==> src/rtl/zero_extend_unit.sv <==
// Load-data extension unit: turns a byte-wide memory read into a 16-bit register-file value.
// It has a same-cycle zero-extend path and a registered, mode-selectable path with flags.
module zero_extend_unit (
    input  logic        clk,
    input  logic        reset,
    input  logic [7:0]  lowerByteInput,
    input  logic [7:0]  upperByteInput,
    input  logic        byteSelect,
    input  logic [1:0]  extendMode,
    input  logic        extendValid,
    output logic [15:0] zeroExtendedResult,
    output logic [15:0] extendedResultReg,
    output logic        resultValid,
    output logic        resultZero,
    output logic        resultNegative
);

    localparam logic [1:0] MODE_ZERO = 2'b00;
    localparam logic [1:0] MODE_SIGN = 2'b01;
    localparam logic [1:0] MODE_WORD = 2'b10;

    logic [7:0]  sourceByte_s;
    logic [15:0] nextResult_s;

    // Extension rule shared by the registered path; the reserved mode yields zero.
    function automatic logic [15:0] extendByte(
        input logic [1:0]  mode,
        input logic [7:0]  srcByte,
        input logic [15:0] fullWord
    );
        logic [15:0] res;
        case (mode)
            MODE_ZERO: res = {8'h00, srcByte};
            MODE_SIGN: res = {{8{srcByte[7]}}, srcByte};
            MODE_WORD: res = fullWord;
            default:   res = 16'h0000;
        endcase
        return res;
    endfunction

    assign zeroExtendedResult = {8'h00, lowerByteInput};

    // Select the source byte and form the next registered result.
    always_comb begin
        sourceByte_s = lowerByteInput;
        if (byteSelect == 1'b1) begin
            sourceByte_s = upperByteInput;
        end else begin
            sourceByte_s = lowerByteInput;
        end
        nextResult_s = extendByte(extendMode, sourceByte_s, {upperByteInput, lowerByteInput});
    end

    // Capture requests; reset wins over a coincident request, flags follow the stored value.
    always_ff @(posedge clk) begin
        if (reset) begin
            extendedResultReg <= 16'h0000;
            resultValid       <= 1'b0;
            resultZero        <= 1'b1;
            resultNegative    <= 1'b0;
        end else if (extendValid) begin
            extendedResultReg <= nextResult_s;
            resultValid       <= 1'b1;
            resultZero        <= (nextResult_s == 16'h0000);
            resultNegative    <= nextResult_s[15];
        end else begin
            resultValid       <= 1'b0;
        end
    end

endmodule

==> config.mk <==
export PLATFORM = sky130hd
export DESIGN_NAME = zero_extend_unit
export DESIGN_NICKNAME = d
export VERILOG_FILES = /design/src/rtl/zero_extend_unit.sv
export SDC_FILE = /design/constraint.sdc
export NUM_CORES = 1
export LEC_CHECK = 0
export BUFFER_PORTS_ARGS = -buffer_cell sky130_fd_sc_hd__clkbuf_2
export CORE_UTILIZATION = 47
export DETAILED_ROUTE_END_ITERATION = 8
export GPL_ROUTABILITY_DRIVEN = 1
export PLACE_DENSITY_LB_ADDON = 0.15
export SYNTH_ARGS = -nofsm -noshare
export SYNTH_HDL_FRONTEND = slang
export SYNTH_SLANG_ARGS = --single-unit
==> constraint.sdc <==
create_clock -name clk -period 2.2 [get_ports clk]
set_input_delay 0.11 -clock clk [delete_from_list [all_inputs] [get_ports clk]]
set_output_delay 0.11 -clock clk [all_outputs]
set_load 0.05 [all_outputs]
==> results by group <==
Clock tree
  – Root Driver: clkbuf_4
  – TritonCTS clock tree: built
  – Post-cts sizing count: 0
  – H-Tree Depth: 1
  – Clock sink count: 18
  – CTS buffer count: 3
  – Clock buffer depth: 2
  – Reg clk slew, reported paths: 110 ps
  – # Post-CTS Setup Buffers: 0
  – Clk Latency, worst-skew pair: 300 ps
  – Hold_buf cts: 0

Place
  – I/O Buffers: 48
  – Post-DP HPWL: 1750 microns
  – Routability Congestion: 0.820

STA
  – Final setup fails: 0
  – Slew @ Worst Pin: 527 ps
  – Fin Clk Skew: 0 ps
  – TNS Setup: 0 ps
  – Slew Viols, Final: 0
  – FMAX: 825 MHz
  – Final Hold Fails: 0
  – Fin crit period: 1210 ps
  – RSZ-0062 raised after global routing: false
  – Period utilisation layout: 55.1%
  – Slew HR: 64.9%

Logic synthesis
  – Simple-gate share of the synthesized area: 13.5%
  – Sequential share of the synthesized area: 33.6%
  – Most frequent cell after synthesis: nor2_1
  – Mapped Cells: 116
  – Netlist cell types: 25
  – Synthesized area per cell: 9.25 sq um
  – Post-synth top area share: 33.6%
  – Async set-reset flop share out of synthesis: 0%
  – Area leader, netlist: dfxtp_1
  – Post-Synth XOR/XNOR Area: 0%
  – Leading cell types by total area after synthesis: dfxtp_1 34%, mux2i_1 14%, buf_4 12%, nor2_1 7.0%, a211oi_1 5.6%
  – Largest family of logic cells by synthesized area: compound AO/OA/AOI/OAI gates
  – Synth Area in Compound Gates: 19.7%
  – Flops & latches, synth: 18
  – Most frequent cells after synthesis: 20 x nor2_1, 18 x dfxtp_1, 17 x buf_4
  – Predominant post-synthesis flop cell: dfxtp_1
  – Warnings, synthesis: 0
  – Post-synth design cell area: 1070 sq um
  – Adder-Cell Fraction of Synth Area: 0%
  – EDFF count, synth: 0
  – Mux share of post-synthesis cell area: 14.0%

Global routing
  – Gr ovfl total: 0
  – Largest net degree at the start of global routing: 19
  – First-pass GRT wire length: 3860 microns
  – GRT Overall Usage: 21.0%
  – Initial antenna violation count: 0
  – Vias in the first global route: 836

Route
  – WL met1: 1060 microns
  – Met2 WL: 1120 microns
  – Max layer used: met4
  – Vias: 899
  – Avg WL per Cell: 13.2 microns
  – Drt via density: 5.08
  – DRC errors left: 0
  – Post-Route WL: 2330 microns
  – TritonRoute pass-1 iters: 4
  – ANT nets after route: 0
  – Met3 WL: 118 microns
  – Starting DRT DRC Count: 13

Flow run
  – Max_cap viols: 0

Floorplan
  – Initial core utilization: 52.1%
  – Die height: 49.8 microns
  – Die X: 49.8 microns
  – Core Region: 2060 sq um
  – Row count: 16
  – Die area: 2480 sq um
  – Top-level I/O count: 57

Final layout
  – Share of cells above drive strength 1: 38.0%
  – Fillers: 214
  – Multi-input logic area: 537 sq um
  – Number of diodes: 0
  – Final nets: 173
  – Seq. cell area: 360 sq um
  – Area Overhead vs Synth: 12.8%

Worst setup path
  – WP buf/inv: 2
  – Crit. End Element: flip-flop
  – Critical Path Max Stage Delay: 400 ps
  – WP data required: 2450 ps
  – CP max-delay cell: nor4_1
  – Critical path class: primary input to flip-flop
  – Startpoint type of the worst setup path: primary input
  – Crit path DAT: 1470 ps
  – Critical-path cell list: clkbuf_2, inv_1, a21o_1, nor4_1, a31o_1
  – Crit path max-delay family: buffers and inverters
  – Crit path max fanout: 18

Pwr
  – Pleak: 0.000599 uW
  – Post-layout power: 860 uW
  – PD cells: 710 nW/um^2
  – Max IR drop VDD: 0.000424 V

Run status
  – Outcome: completed

Min path
  – Hold Crit Class: primary input to flip-flop
[final timing paths]
path / start / to / slack [ps] / cells after the start
min reg2reg: extendedResultReg[10]$_SDFFE_PP0P_ / extendedResultReg[10]$_SDFFE_PP0P_ / 500 / 2
max reg2reg: resultZero$_SDFFE_PP1P_ / resultZero$_SDFFE_PP1P_ / 1380 / 2
min: upperByteInput[7] / extendedResultReg[15]$_SDFFE_PP0P_ / 60 / 3
max: extendValid / resultZero$_SDFFE_PP1P_ / 990 / 5
[report_power, final]
group | internal (uW) | switching, uW | leakage, uW
combinational | 72.8 | 217 | 0.000429
sequential | 347 | 10.3 | 0.000149
clock | 101 | 112 | 0.0000210
[layer usage]
layer  global-route usage, %  vias up
met3                    3.09        5
met2                    38.5       41
met1                    24.0      404
met5                       0        -
met4                    8.57        0
li1                        -      449
[registers in the layout, summed over array words and instances, names as in the netlist]
register,cells
extendedResultReg,16
resultValid,1
resultZero,1
[worst min-delay path, delay by kind of cell]
family	cells	cell delay (ps)
AND/OR/NAND/NOR	1	60
buffers and inverters	1	110
AO/OA/AOI/OAI	1	60
[layout by cell type (no fill, tap or decap), types with 3 or more instances in the layout]
cell	instances
dfxtp_1	18
clkbuf_4	3
a211oi_1	8
conb_1	8
nor4_1	3
clkbuf_2	48
nand2_1	7
o2bb2ai_1	5
nor2_1	20
mux2i_1	15
[cell type report]
class | instances | area share [%]
Multi-Input combinational cell | 79 | 44.3
Sequential cell | 18 | 29.8
Timing Repair Buffer | 48 | 19.8
Clock buffer | 4 | 3.00
Tap cell | 27 | 2.79
Inverter | 1 | 0.310
[stage by stage]
stage                     setup WS (ps)  utilization (%)  hold slack [ps]  instance area, sq um  cells
after floorplan                    1030                -              253                  1100    123
after global placement              686             57.0              384                  1170    173
after detailed placement            699             57.0              389                  1170    173
after CTS                          1020             58.7             51.8                  1210    177
after global routing                858             58.7             78.1                  1210    177
final                               988             58.7             57.8                  1210    177
[cells by family after synthesis]
family	after synthesis
compound gates	23
buf+inv	26
flops	18
mux	15
other cells	1
simple gates	33
No activity file was read; power rests on OpenSTA's default activity.
